## src/rtl/irq_ctrl_pkg.sv

```systemverilog
// Shared definitions for the priority interrupt controller: widths, register
// offsets, FSM encoding, source bit positions and a one-hot helper.
package irq_ctrl_pkg;

    localparam int CPU_WIDTH = 16;
    localparam int IRQ_NUM   = 8;
    localparam int ID_W      = 3;

    typedef enum logic [1:0] {
        IRQ_CTRL = 2'd0,
        IRQ_EN   = 2'd1,
        IRQ_PEND = 2'd2,
        IRQ_STAT = 2'd3
    } irq_reg_e;

    typedef enum logic {
        ST_IDLE = 1'b0,
        ST_REQ  = 1'b1
    } irq_state_e;

    typedef enum int {
        SRC_TIMER   = 0,
        SRC_UART    = 1,
        SRC_BUTTONS = 2
    } irq_src_e;

    function automatic logic [IRQ_NUM-1:0] id_onehot(input logic [ID_W-1:0] id);
        logic [IRQ_NUM-1:0] one_s;
        one_s = {{(IRQ_NUM-1){1'b0}}, 1'b1};
        return one_s << id;
    endfunction

endpackage

```

## src/rtl/irq_ctrl_if.sv

```systemverilog
// Register bus and CPU request/acknowledge handshake of the interrupt controller.
interface irq_ctrl_if;
    import irq_ctrl_pkg::*;

    logic                 reg_sel;
    logic [1:0]           reg_addr;
    logic                 reg_we;
    logic [CPU_WIDTH-1:0] reg_wd;
    logic [CPU_WIDTH-1:0] reg_rd;
    logic                 irq_req;
    logic [ID_W-1:0]      irq_id;
    logic                 irq_ack;
    logic                 irq_eoi;

    modport master (
        output reg_sel, reg_addr, reg_we, reg_wd, irq_ack, irq_eoi,
        input  reg_rd, irq_req, irq_id
    );

    modport slave (
        input  reg_sel, reg_addr, reg_we, reg_wd, irq_ack, irq_eoi,
        output reg_rd, irq_req, irq_id
    );

endinterface

```

## src/rtl/irq_prio_enc.sv

```systemverilog
// Lowest-index-wins priority encoder: valid when any bit is set, id of the
// lowest set bit (index 0 is the highest priority).
module irq_prio_enc
    import irq_ctrl_pkg::*;
(
    input  logic [IRQ_NUM-1:0] vec,
    output logic               valid,
    output logic [ID_W-1:0]    id
);

    // Scan from the top down so the lowest set index is the one that sticks.
    always_comb begin
        valid = |vec;
        id    = {ID_W{1'b0}};
        for (int i = IRQ_NUM - 1; i >= 0; i--) begin
            id = vec[i] ? ID_W'(i) : id;
        end
    end

endmodule

```

## src/rtl/irq_ctrl.sv

```systemverilog
// Priority interrupt controller: edge-detects sources, latches pending bits,
// masks, and hands one vector ID to the CPU. Define IRQ_NEST_EN for nesting.
module irq_ctrl
    import irq_ctrl_pkg::*;
(
    input  logic               clk,
    input  logic               rst_n,
    input  logic [IRQ_NUM-1:0] irq,
    irq_ctrl_if.slave          bus
);

    logic                 gie_r;
    logic [IRQ_NUM-1:0]   en_r;
    logic [IRQ_NUM-1:0]   pend_r;
    logic [IRQ_NUM-1:0]   isr_r;
    logic [IRQ_NUM-1:0]   irq_prev_r;
    irq_state_e           state_r;
    logic                 irq_req_r;
    logic [ID_W-1:0]      irq_id_r;

    logic                 wr_s;
    logic                 gie_nxt_s;
    logic [IRQ_NUM-1:0]   en_nxt_s;
    logic [IRQ_NUM-1:0]   w1c_s;
    logic [IRQ_NUM-1:0]   rise_s;
    logic                 ack_s;
    logic [IRQ_NUM-1:0]   ack_mask_s;
    logic [IRQ_NUM-1:0]   pend_nxt_s;
    logic [IRQ_NUM-1:0]   isr_eoi_s;
    logic [IRQ_NUM-1:0]   isr_nxt_s;
    logic                 cand_valid_s;
    logic [ID_W-1:0]      cand_id_s;
    logic                 isr_valid_s;
    logic [ID_W-1:0]      isr_id_s;
    logic                 eligible_s;
    logic                 withdraw_s;
    logic [CPU_WIDTH-1:0] rd_s;
    logic                 wd_unused_s;

    assign wd_unused_s = ^bus.reg_wd[CPU_WIDTH-1:IRQ_NUM];

    irq_prio_enc u_cand_enc (
        .vec   (pend_r & en_r),
        .valid (cand_valid_s),
        .id    (cand_id_s)
    );

    irq_prio_enc u_isr_enc (
        .vec   (isr_r),
        .valid (isr_valid_s),
        .id    (isr_id_s)
    );

    assign wr_s       = bus.reg_sel & bus.reg_we;
    assign rise_s     = irq & ~irq_prev_r;
    assign ack_s      = (state_r == ST_REQ) & bus.irq_ack;
    assign ack_mask_s = ack_s ? id_onehot(irq_id_r) : {IRQ_NUM{1'b0}};

    // Register write decode; PEND writes produce a write-one-to-clear mask.
    always_comb begin
        gie_nxt_s = gie_r;
        en_nxt_s  = en_r;
        w1c_s     = {IRQ_NUM{1'b0}};
        if (wr_s) begin
            case (bus.reg_addr)
                IRQ_CTRL: gie_nxt_s = bus.reg_wd[0];
                IRQ_EN:   en_nxt_s  = bus.reg_wd[IRQ_NUM-1:0];
                IRQ_PEND: w1c_s     = bus.reg_wd[IRQ_NUM-1:0];
                default:  w1c_s     = {IRQ_NUM{1'b0}};
            endcase
        end else begin
            w1c_s = {IRQ_NUM{1'b0}};
        end
    end

    // A fresh rising edge always beats a software clear or an ack on the same bit.
    assign pend_nxt_s = (pend_r & ~w1c_s & ~ack_mask_s) | rise_s;

`ifdef IRQ_NEST_EN
    // End-of-interrupt retires only the highest-priority level in service.
    always_comb begin
        if (bus.irq_eoi && isr_valid_s) begin
            isr_eoi_s = isr_r & ~id_onehot(isr_id_s);
        end else begin
            isr_eoi_s = isr_r;
        end
    end

    assign eligible_s = gie_r & cand_valid_s & (~isr_valid_s | (cand_id_s < isr_id_s));
`else
    logic isr_id_unused_s;
    assign isr_id_unused_s = ^isr_id_s;

    // Without nesting at most one level is in service, so eoi empties ISR.
    always_comb begin
        if (bus.irq_eoi) begin
            isr_eoi_s = {IRQ_NUM{1'b0}};
        end else begin
            isr_eoi_s = isr_r;
        end
    end

    assign eligible_s = gie_r & cand_valid_s & ~isr_valid_s;
`endif

    // Ack lands after eoi so a same-cycle eoi cannot erase the new level.
    assign isr_nxt_s  = isr_eoi_s | ack_mask_s;
    assign withdraw_s = ~gie_nxt_s | ~pend_nxt_s[irq_id_r];

    // Configuration, pending, in-service and edge-history registers.
    always_ff @(posedge clk or negedge rst_n) begin
        if (!rst_n) begin
            gie_r      <= 1'b0;
            en_r       <= {IRQ_NUM{1'b0}};
            pend_r     <= {IRQ_NUM{1'b0}};
            isr_r      <= {IRQ_NUM{1'b0}};
            irq_prev_r <= {IRQ_NUM{1'b0}};
        end else begin
            gie_r      <= gie_nxt_s;
            en_r       <= en_nxt_s;
            pend_r     <= pend_nxt_s;
            isr_r      <= isr_nxt_s;
            irq_prev_r <= irq;
        end
    end

    // Request FSM; irq_id is latched on entry to REQ and held until the next request.
    always_ff @(posedge clk or negedge rst_n) begin
        if (!rst_n) begin
            state_r   <= ST_IDLE;
            irq_req_r <= 1'b0;
            irq_id_r  <= {ID_W{1'b0}};
        end else begin
            case (state_r)
                ST_IDLE: begin
                    if (eligible_s) begin
                        state_r   <= ST_REQ;
                        irq_req_r <= 1'b1;
                        irq_id_r  <= cand_id_s;
                    end else begin
                        irq_req_r <= 1'b0;
                    end
                end
                ST_REQ: begin
                    if (bus.irq_ack || withdraw_s) begin
                        state_r   <= ST_IDLE;
                        irq_req_r <= 1'b0;
                    end else begin
                        irq_req_r <= 1'b1;
                    end
                end
                default: begin
                    state_r   <= ST_IDLE;
                    irq_req_r <= 1'b0;
                end
            endcase
        end
    end

    // Read mux; unselected reads and unused bits return zero.
    always_comb begin
        rd_s = {CPU_WIDTH{1'b0}};
        if (bus.reg_sel) begin
            case (bus.reg_addr)
                IRQ_CTRL: rd_s[0]             = gie_r;
                IRQ_EN:   rd_s[IRQ_NUM-1:0]   = en_r;
                IRQ_PEND: rd_s[IRQ_NUM-1:0]   = pend_r;
                IRQ_STAT: begin
                    rd_s[IRQ_NUM-1:0]         = isr_r;
                    rd_s[IRQ_NUM+ID_W-1:IRQ_NUM] = irq_id_r;
                    rd_s[CPU_WIDTH-1]         = irq_req_r;
                end
                default:  rd_s                = {CPU_WIDTH{1'b0}};
            endcase
        end else begin
            rd_s = {CPU_WIDTH{1'b0}};
        end
    end

    assign bus.reg_rd  = rd_s;
    assign bus.irq_req = irq_req_r;
    assign bus.irq_id  = irq_id_r;

endmodule

```

## src/flat_wrapper.sv

```systemverilog
// flat-port wrapper written by rule: the top's interface ports become plain ports
module irq_ctrl_flat import irq_ctrl_pkg::*;
  (clk, rst_n, irq, bus_reg_sel, bus_reg_addr, bus_reg_we, bus_reg_wd, bus_irq_ack, bus_irq_eoi, bus_reg_rd, bus_irq_req, bus_irq_id);
  irq_ctrl_if bus_i ();
  input  logic clk;
  input  logic rst_n;
  input  logic [IRQ_NUM-1:0] irq;
  input wire logic [$bits(bus_i.reg_sel)-1:0] bus_reg_sel;
  input wire logic [$bits(bus_i.reg_addr)-1:0] bus_reg_addr;
  input wire logic [$bits(bus_i.reg_we)-1:0] bus_reg_we;
  input wire logic [$bits(bus_i.reg_wd)-1:0] bus_reg_wd;
  input wire logic [$bits(bus_i.irq_ack)-1:0] bus_irq_ack;
  input wire logic [$bits(bus_i.irq_eoi)-1:0] bus_irq_eoi;
  output wire logic [$bits(bus_i.reg_rd)-1:0] bus_reg_rd;
  output wire logic [$bits(bus_i.irq_req)-1:0] bus_irq_req;
  output wire logic [$bits(bus_i.irq_id)-1:0] bus_irq_id;
  assign bus_i.reg_sel = bus_reg_sel;
  assign bus_i.reg_addr = bus_reg_addr;
  assign bus_i.reg_we = bus_reg_we;
  assign bus_i.reg_wd = bus_reg_wd;
  assign bus_i.irq_ack = bus_irq_ack;
  assign bus_i.irq_eoi = bus_irq_eoi;
  assign bus_reg_rd = bus_i.reg_rd;
  assign bus_irq_req = bus_i.irq_req;
  assign bus_irq_id = bus_i.irq_id;
  irq_ctrl u_core (.clk(clk), .rst_n(rst_n), .irq(irq), .bus(bus_i));
endmodule
```

## config.mk

```make
export PLATFORM = sky130hd
export DESIGN_NAME = irq_ctrl_flat
export DESIGN_NICKNAME = d
export VERILOG_FILES = /design/src/rtl/irq_ctrl_pkg.sv /design/src/rtl/irq_ctrl_if.sv /design/src/rtl/irq_prio_enc.sv /design/src/rtl/irq_ctrl.sv /design/src/flat_wrapper.sv
export SDC_FILE = /design/constraint.sdc
export NUM_CORES = 1
export LEC_CHECK = 0
export ABC_CLOCK_PERIOD_IN_PS = 1800
export CAP_MARGIN = 40
export CORE_MARGIN = 4
export CORE_UTILIZATION = 45
export CTS_BUF_LIST = sky130_fd_sc_hd__clkbuf_2
export DETAILED_ROUTE_END_ITERATION = 10
export GPL_ROUTABILITY_DRIVEN = 0
export GPL_TIMING_DRIVEN = 0
export PLACE_DENSITY = 0.75
export SLEW_MARGIN = 25
export SYNTH_ARGS = -nofsm -noshare
export SYNTH_HDL_FRONTEND = slang
export SYNTH_HIERARCHICAL = 1
export SYNTH_SLANG_ARGS = --single-unit
```

## constraint.sdc

```tcl
create_clock -name clk -period 1.8 [get_ports clk]
set_clock_uncertainty 0.15 [all_clocks]
set_input_delay 0.27 -clock clk [delete_from_list [all_inputs] [get_ports clk]]
set_output_delay 0.27 -clock clk [all_outputs]
set_load 0.005 [all_outputs]
```

# Word level (Yosys, flattened, before mapping)
# Cells that the tools add are included.
# totals
reg_bits	37
latch_bits	0
ram_bits	0
rom_bits	0
in_bits	32
out_inout_bits	20
elab_cells	60
mem_count	0
# op_classes
addsub	0
multipliers	0
div_mod_pow	0
magnitude_cmp	1
n_eq_ne	3
shifts	1
mux	24
bitwise	18
reduce_logical	6
# ops
op	count
$and 8x8->8	4
$mux 8	4
$mux 3	9
$not 8->8	3
$pmux 7 s3	1
$mux 16	1
$or 8x8->8	2
$reduce_or 8->1	2
$shl 1x3->8 const A	1
$mux 1	6
$and 1x1->1	4
$eq 2x2->1 const B	2
$lt 3x4->1 const B	1
$not 1->1	4
$pmux 1 s4	1
$reduce_and 2->1	2
$bmux 1 s3	1
$eq 2x1->1 const B	1
$logic_not 2->1	1
$pmux 1 s2	1
$logic_or 1x1->1	1
$or 1x1->1	1

# Longest topological paths before layout
# logic_depth
ltp_word	14
depth_mapped	6
mapped_depth_nobuf	6

# By module
# Netlist, hierarchy kept.
# modules_own_cells
mod	n_inst	cells_each	area_per_inst_um2	seq_area_each_um2
irq_ctrl	1	187	1988.2	925.9
irq_prio_enc	2	13	80.1	0.0

# Worst setup path after synthesis
# No wires, ideal clock.
# synth_timing
kind	register -> register
start	reg u_core.en_r[4]
end	reg u_core.irq_id_r[0] (netlist: u_core/bus.irq_id[0])
setup_ps	128
arrival_time_ps	1480
required_ps	1522
setup_slack_ps	43
path_stages_with_launch	6
path_buffers	0
synth_period_minus_slack_ps	1757
path_cell_list	dfrtp_1 and2_1 nor4_1 nand2_1 and4bb_2 mux2_1
# synth_via
elab_cells_between_ends	10
classes_between	5 x mux; 3 x bitwise; 2 x reduce/logical
# synth_lines
item	line	source
start: declaration	irq_ctrl.sv:13	logic [IRQ_NUM-1:0] en_r;
start signal: assignment	irq_ctrl.sv:114	en_r <= {IRQ_NUM{1'b0}};
start signal: assignment	irq_ctrl.sv:120	en_r <= en_nxt_s;
$and 8x8->8	irq_ctrl.sv:43	.vec (pend_r & en_r),
$reduce_or 8->1	irq_prio_enc.sv:13	valid = |vec;
named net u_core.cand_valid_s	irq_ctrl.sv:31	logic cand_valid_s;
$and 1x1->1 (2 in series)	irq_ctrl.sv:103	assign eligible_s = gie_r & cand_valid_s & ~isr_valid_s;
$reduce_and 2->1 (no source line)	--	
end signal: assignment	irq_ctrl.sv:132	irq_id_r <= {ID_W{1'b0}};
end signal: assignment	irq_ctrl.sv:139	irq_id_r <= cand_id_s;
end: declaration	irq_ctrl.sv:19	logic [ID_W-1:0] irq_id_r;
# The timed path passes the listed nets, and every way through them passes these cells.
# A chain may end at the register's enable or synchronous reset.

# Final worst setup path
# layout_timing
start	reg u_core.isr_r[0]
end	out bus_reg_rd[0]
# layout_via
elab_chain_cells	2
# layout_lines
item	line	source
start: declaration	irq_ctrl.sv:15	logic [IRQ_NUM-1:0] isr_r;
start signal: assignment	irq_ctrl.sv:116	isr_r <= {IRQ_NUM{1'b0}};
start signal: assignment	irq_ctrl.sv:122	isr_r <= isr_nxt_s;
$pmux 1 s4	irq_ctrl.sv:164	case (bus.reg_addr)
$mux 16	irq_ctrl.sv:163	if (bus.reg_sel) begin
end: declaration	flat_wrapper.sv:14	output wire logic [$bits(bus_i.reg_rd)-1:0] bus_reg_rd;
# No other way between the ends.

==> metrics.cfg <==
[global_routing]
track_usage=0.200
antenna_found_initial=0
grt_max_degree=22
grt_pass1_wl_mm=9.36
grt-ovfl-total=0
grt_pass1_vias=1850

[final_layout]
final_area_sq_mm=0.00294
fillers=354
diodes=0
drive_gt1_frac=0.350
nNetsFinal=311
stdcell_count=332
area_growth_pct=40.8

[routing]
viasPerCell=5.63
initialDrtViolationCount=146
vias=1870
drc=0
ant_nets=0
routed_wl_mm=5.88
first_pass_iters=4
post_drt_wl_per_cell_um=17.7

[critical_path]
crit_required_ns=1.38
worstPathArrival_ns=1.53
r2r_slack_ns=-0.07
cp_max_fo=2
crit_type=reg -> out
endpoint_kind=output port
startpoint_type=register

[power_and_ir_drop]
vdd_drop_max_uv=500
power_density_mw_per_mm2=997
power.leakage_nw=1.37

[run]
drv_cap=0

[sta]
fmax_mhz=513
grt_setup_unrepaired=yes
final_max_slew_viol_count=0
setup_viol=13
layout_setup_ws_ns=-0.150
period_share=1.08
setup_tns_ns=-0.883
hold_viol_final=0
layout_min_cycle_time_ns=1.95

[synthesis]
ys_warn_count=6
syn_area_per_cell_sq_um=10.3
syn-instance-count=203
syn_area_sq_mm=0.00209

[place]
dpl_cell_area_sq_mm=0.00258
dp_cells=298
dpl.hpwl_mm=3.91
port_buffers=39

[clock_tree]
clock_path_buffers=2
clock-sinks=37
clk_latency_ns=0.39
cts_tree=built
cts_buffers=5
clock-root-buffer=clkbuf_2
htreeDepth=2
clkTransAtPathRegs_ns=0.18

[run_status]
status=finished with violations
failed_checks=setup timing

[min_path]
holdCritPathClass=in -> reg

[die]
dieWidth_um=76.2
initial_core_util=0.474
boundaryPins=52
die_h_um=76.2
core_sq_mm=0.00441
dieArea_sq_mm=0.00580
floorplan.rows=24

## worst paths after layout
kind                                 startpoint              endpoint  cells past startpoint
setup reg to reg                 u_core/en_r[1]  u_core/bus.irq_id[0]                      6
min in group asynchronous                 rst_n  u_core/irq_prev_r[2]                      2
hold reg to reg            u_core/irq_prev_r[2]      u_core/pend_r[2]                      2
max in group asynchronous                 rst_n  u_core/bus.irq_id[0]                      3
hold / removal                           irq[3]  u_core/irq_prev_r[3]                      1
setup / recovery                u_core/isr_r[0]         bus_reg_rd[0]                      3
## cell usage in the layout (no fill, tap or decap), drive strengths merged, types with 2 or more instances in the layout
cell and instances:
a211oi 2, a21o 4, a21oi 2, a22oi 7
a31o 3, a31oi 3, and2 14, and3 2
buf 46, clkbuf 9, clkdlybuf4s15 5, clkdlybuf4s50 23
conb 4, dfrtp 37, inv 12, mux2 14
nand2 13, nand2b 5, nand3 2, nand3b 3
nand4b 3, nor2 8, nor2b 15, nor3 5
nor4 4, o211ai 4, o21ai 15, o21bai 2
o2bb2ai 2
## timing repair
item	CTS	global route
endpoints found under the setup margin	18	17
gates cloned	1	0
buffers inserted	21	3
pin swaps	12	7
endpoints found under the hold margin	37	0
gates resized for setup	77	9
hold buffers	1	0
## sequential cells by signal, indices dropped and copies added (netlist names)
| register | count |
|---|---|
| u_core/en_r | 8 |
| u_core/irq_prev_r | 8 |
| u_core/isr_r | 8 |
| u_core/pend_r | 8 |
| u_core/bus.irq_id | 3 |
| u_core/bus.irq_req | 1 |
| u_core/gie_r | 1 |
## where the power goes
group | switching, mW | leakage (nW) | internal [mW] | total, mW
clock | 0.274 | 0.0332 | 0.115 | 0.388
sequential | 0.113 | 0.439 | 0.979 | 1.09
combinational | 0.649 | 0.896 | 0.804 | 1.45
## worst max-delay path: stages (launching register included)
cell	delay, ns
dfrtp_1	0.43
mux4_2	0.47
and2_1	0.14
buf_2	0.12
## final cells by class
type,count,area [sq um],share of cell area
multi-input combinational,146,1180,0.401
sequential,37,928,0.315
timing repair buffer,66,581,0.197
buffer,11,103,0.0349
tap,52,65.1,0.0221
inverter,12,45.0,0.0153
clock buffer,8,40.0,0.0136
## metrics by stage
| stage | setup WS [ns] | total power [mW] | hold WS, ns | utilization |
|---|---|---|---|---|
| after detailed placement | -0.757 | 2.17 | 0.0828 | 0.584 |
| final | -0.150 | 2.93 | 0.172 | 0.667 |
| after global placement | -0.756 | 2.13 | 0.336 | 0.579 |
| after CTS | -0.161 | 2.85 | 0.166 | 0.654 |
| after global routing | -0.250 | 3.11 | 0.114 | 0.667 |
| after floorplan | 0.0427 | 1.77 | -0.176 | - |
## layer usage
metal,part of all wire,GRT usage,vias to the layer above,wire length [um]
li1,-,-,875,-
met1,0.41,0.256,889,2420
met2,0.48,0.322,94,2850
met3,0.090,0.0662,12,527
met4,0.013,0.0577,0,79
met5,0,0,-,0
Power figures use the tool's default switching activity.
==> RTL edit 1 (config.mk and constraints unchanged) <==
Add a define of `IRQ_NEST_EN`.
--- a/src/rtl/irq_ctrl.sv
+++ b/src/rtl/irq_ctrl.sv
@@ -1,4 +1,6 @@
 // Priority interrupt controller: edge-detects sources, latches pending bits,
 // masks, and hands one vector ID to the CPU. Define IRQ_NEST_EN for nesting.
+`define IRQ_NEST_EN
+
 module irq_ctrl
     import irq_ctrl_pkg::*;
Formal check against the unedited RTL: not equivalent (Yosys sat finds a counterexample within 10 cycles, from zero or initial values and one cycle with rst_n low).
==> RTL edit 1 against the original RTL <==
- the flow still finishes with violations (setup timing)
- hold slack got worse by 0.070 ns
- via count increased by 15%
- wire length increased by 16%
- synthesized area increased by 4.5%
- final cell count increased by 16%
- sequential power increased by 17%
- worst setup slack got worse by 0.68 ns
- sequential cell count unchanged
- core utilization increased by 1.2 points
- power increased by 42%
- final area increased by 8.9%
- critical path type is now register to register
- critical endpoint is now u_core/bus.irq_id[2]$_DFFE_PN0P_
- largest power group unchanged
- highest routed layer unchanged
==> RTL edit 1: results (changes against the original RTL) <==
metric,value,unit,change
status,"complete, but fails checks",,
violations,setup timing,,
crit_start,u_core/en_r[3]$_DFFE_PN0P_,,
met2_length,3.274,mm,+15%
placed_cell_area,2704,µm²,+4.8%
hold_path.class,primary input to asynchronous set/reset pin,,
path_clk_slew,0.20,ns,+0.02 ns
synth_area_leaders,"dfrtp_1 42%, mux2_2 7.2%, nand2_1 5.0%",,
final_nets,350,,+13%
post-dp-hpwl,4.406,mm,+13%
cts_max_level,2,,unchanged
met3_usage,0.04640,,-0.01979
drtIter0Drc,192,,+32%
routed_via_density,5.591,,-0.73%
cts_setup_buffers,28,,+33%
syn-mean-instance-area,9.376,µm²,-9.0%
use_met2,0.3690,,+0.04709
setup_viol,22,,+9
wirelength,6.818,mm,+16%
cts-root-buf,clkbuf_2,,
io_buffer_count,39,,unchanged
cts-buffers-inserted,5,,unchanged
finalSetupTns,-6.314,ns,-5.430 ns
grt_pass1_wl,10.61,mm,+13%
crit_arrival,2.79,ns,+1.26 ns
grt_use_total,0.2254,,+0.02521
ir_drop,0.6962,mV,+39%
grt_max_degree,28,,+27%
crit_family,simple AND/OR/NAND/NOR gates,,
antenna_found_initial,0,,unchanged
firstDrtPassIters,4,,unchanged
drive_above_1_share,0.3470,,-0.002997
final.fill_count,362,,+2.3%
max_stage_delay,0.45,ns,-0.02 ns
power.switching_fraction,0.3963,,+0.04323
ff2ff_path_depth,7,,+1
ys_types,45,,
holdWs,0.1020,ns,-0.07044 ns
dpl_worst_slack,-0.9437,ns,-0.1866 ns
p_leak,0.001413,µW,+3.4%
grt_pass1_vias,2117,,+14%
final_cells,384,,+16%
cp_max_fo,4,,+2
wl_met1,2.881,mm,+19%
endpoint,u_core/bus.irq_id[2]$_DFFE_PN0P_,,
netlist_top_cells_count,"37 x dfrtp_1, 29 x nand2_1, 19 x o21ai_0, 17 x nor2b_1, 14 x mux2_2",,
cp_slowest_cell,dfrtp_1,,
met3_length,487,µm,-7.6%
placedCellCount,343,,+15%
synth_seq_area_share,0.4238,,
setup_slack,-0.8283,ns,-0.6779 ns
clkLatencyLatePin,0.40,ns,
post_cts_resized,81,,+5.2%
grt_use_met1,0.3028,,+0.04644
[RTL edit 1: cells by family after synthesis]
group / synth area share
buf+inv: 0.04811
simple gates: 0.2486
mux: 0.08247
compound gates: 0.1839
fa+ha+maj: 0.01145
flops: 0.4238
other cells: 0.001717
[RTL edit 1: cell type report]
cell class / count / area, µm² / share of cell area
buffer: 12 / 107.6 / 0.03358
clock buffer: 5 / 25.02 / 0.007809
clock inverter: 3 / 41.29 / 0.01289
inverter: 11 / 43.79 / 0.01367
multi-input combinational: 176 / 1320 / 0.4120
sequential: 37 / 932.1 / 0.2909
tap: 67 / 83.83 / 0.02616
timing repair buffer: 73 / 650.6 / 0.2030
[RTL edit 1: power by group through the flow]
stage          Sequential (µW)  Clock (µW)  Combinational, µW
5_1_grt                   1310         584               2520
2_1_floorplan             1200           0               1090
4_1_cts                   1250         538               2040
3_5_place_dp              1270           0               1550
6_report                  1280         528               2360
3_3_place_gp              1260           0               1530
==> RTL edit 2 (same flow settings) <==
Without the edit above. Reset style: synchronous (`rst_n`), changed in 2 clocked blocks.
--- a/src/rtl/irq_ctrl.sv
+++ b/src/rtl/irq_ctrl.sv
@@ -109,5 +109,5 @@
 
     // Configuration, pending, in-service and edge-history registers.
-    always_ff @(posedge clk or negedge rst_n) begin
+    always_ff @(posedge clk) begin
         if (!rst_n) begin
             gie_r      <= 1'b0;
@@ -126,5 +126,5 @@
 
     // Request FSM; irq_id is latched on entry to REQ and held until the next request.
-    always_ff @(posedge clk or negedge rst_n) begin
+    always_ff @(posedge clk) begin
         if (!rst_n) begin
             state_r   <= ST_IDLE;
Function: differs if rst_n is asserted again (counterexample within 4 cycles, from zero or initial values and one cycle with rst_n low); with rst_n held inactive, the same outputs for 4 cycles.
==> RTL edit 2 against the original RTL <==
- the run still ends with setup timing left
- synthesized area decreased by 0.66%
- count of clock-buffer cells in the layout decreased by 2
- worst setup slack improved by 0.032 ns
- wire length decreased by 0.14%
- sequential cell count unchanged
- final area decreased by 1.4%
- non-clock buffer count decreased by 7
- via count increased by 7.4%
- critical path type is now register to register
Power is not compared: it rests on default switching activity, and its combinational part moved more than twofold at a synthesized area within 25%.
==> RTL edit 2: results (changes against the original RTL) <==
metric,value,unit,change
min_to,u_core/gie_r$_SDFF_PN0_,,
final_nets,348,,+12%
clkLatencyLatePin,0.39,ns,about the same
pwr-share-seq,0.594,,
p_leak,0.001223,µW,
clock_cell_area_share,0.01164,,-0.001968
use_met2,0.2954,,-0.02654
hp-start,bus_reg_addr[1],,
multi_input_area_share,0.4862,,+0.08485
setup_slack,-0.1182,ns,+0.03215 ns
share_comb_of_total_power,0.165,,
met3_usage,0.05332,,-0.01288
status,"complete, but fails checks",,
grt_use_met1,0.2516,,-0.004745
cts-buffers-inserted,5,,unchanged
max_slew_margin,0.5814,,
final_cells,368,,+11%
routed_via_density,5.459,,-3.1%
r2r-end,u_core/bus.irq_id[0]$_SDFFE_PN0P_,,
n_sequential_cell,37,,unchanged
dpl_worst_slack,-0.9668,ns,-0.2097 ns
wire_per_inst,15.95,µm,-9.9%
grt_pass1_wl,8.990,mm,-3.9%
rr_startpoint,u_core/pend_r[7]$_SDFF_PN0_,,
hold_path.class,primary input to register,,
max_stage_delay,0.53,ns,+0.06 ns
firstDrtPassIters,4,,unchanged
drtIter0Drc,115,,-21%
cts-root-buf,clkbuf_2,,
crit_family,compound AO/OA/AOI/OAI gates,,
cts_max_level,2,,unchanged
placedCellCount,345,,+16%
finalHoldViolCount,0,,unchanged
crit_arrival,2.09,ns,+0.56 ns
sh_seq_area,0.2694,,-0.04608
grt_max_degree,11,,-50%
power_density,503.9,nW/µm²,
cp_max_fo,4,,+2
antenna_found_initial,0,,unchanged
nonClkBufAreaFrac,0.2052,,-0.02697
grt_use_total,0.1901,,-0.01012
ir_drop,0.3715,mV,
drive_above_1_share,0.3259,,-0.02405
io_buffer_count,39,,unchanged
buffers_excl_clock,70,,-9.1%
cp_slowest_cell,o41ai_1,,
antenna_cells,0,,unchanged
cts_setup_buffers,13,,-38%
multi_input_gates,198,,+36%
grt_pass1_vias,1858,,+0.43%
nNonClkInverters,4,,-8
violations,setup timing,,
post_cts_resized,90,,+17%
worstHoldPathCells,2,,+1
post-dp-hpwl,3.923,mm,+0.30%
nClkBuffers,6,,-2
setup_viol,3,,-10
synth-warning-count,6,,unchanged
final.fill_count,365,,+3.1%
synthCells,251,,+24%
RTL edit 2: cell types whose count changed in the layout (fill, tap and decap cells not counted), moves of 6 or more:
| cell | change |
|---|---|
| a21boi_1 | +15 |
| and2_1 | +9 |
| buf_4 | -7 |
| buf_6 | -6 |
| dfrtp_1 | -35 |
| dfxtp_1 | +14 |
| dfxtp_2 | +18 |
| dlygate4sd2_1 | +6 |
| inv_1 | -8 |
| nand2_1 | +25 |
| nand2b_1 | +8 |
| o21ai_0 | -6 |
RTL edit 2: stage by stage:
stage / util / area, µm² / setup TNS, ns / hold WS [ns]
after detailed placement: 0.5762 / 2544 / -17.46 / 0.3072
after global routing: 0.6576 / 2903 / -0.6030 / -0.001475
after global placement: 0.5762 / 2544 / -16.96 / 0.2970
final: 0.6576 / 2903 / -0.2081 / 0.02105
after floorplan: - / 2088 / 0 / 0.2314
after CTS: 0.6267 / 2766 / -0.1732 / 0.03190
RTL edit 2: metal layers:
layer,vias to the layer above,share of wire
met5,-,0
met4,0,0.013
met3,6,0.051
met2,59,0.49
met1,954,0.45
li1,990,-
RTL edit 2: how the worst max path moves through the flow:
stage,slack (ns),start,to
5_1_grt,-0.16,u_core/pend_r[0]$_SDFF_PN0_,bus_reg_rd[0]
2_1_floorplan,0.06,u_core/bus.irq_id[1]$_SDFFE_PN0P_,u_core/bus.irq_req$_SDFF_PN0_
6_report,-0.12,u_core/pend_r[7]$_SDFF_PN0_,u_core/bus.irq_id[0]$_SDFFE_PN0P_
3_5_place_dp,-0.97,bus_reg_addr[1],bus_reg_rd[2]
3_3_place_gp,-0.96,bus_reg_addr[1],bus_reg_rd[7]
4_1_cts,-0.09,u_core/isr_r[2]$_SDFF_PN0_,bus_reg_rd[2]
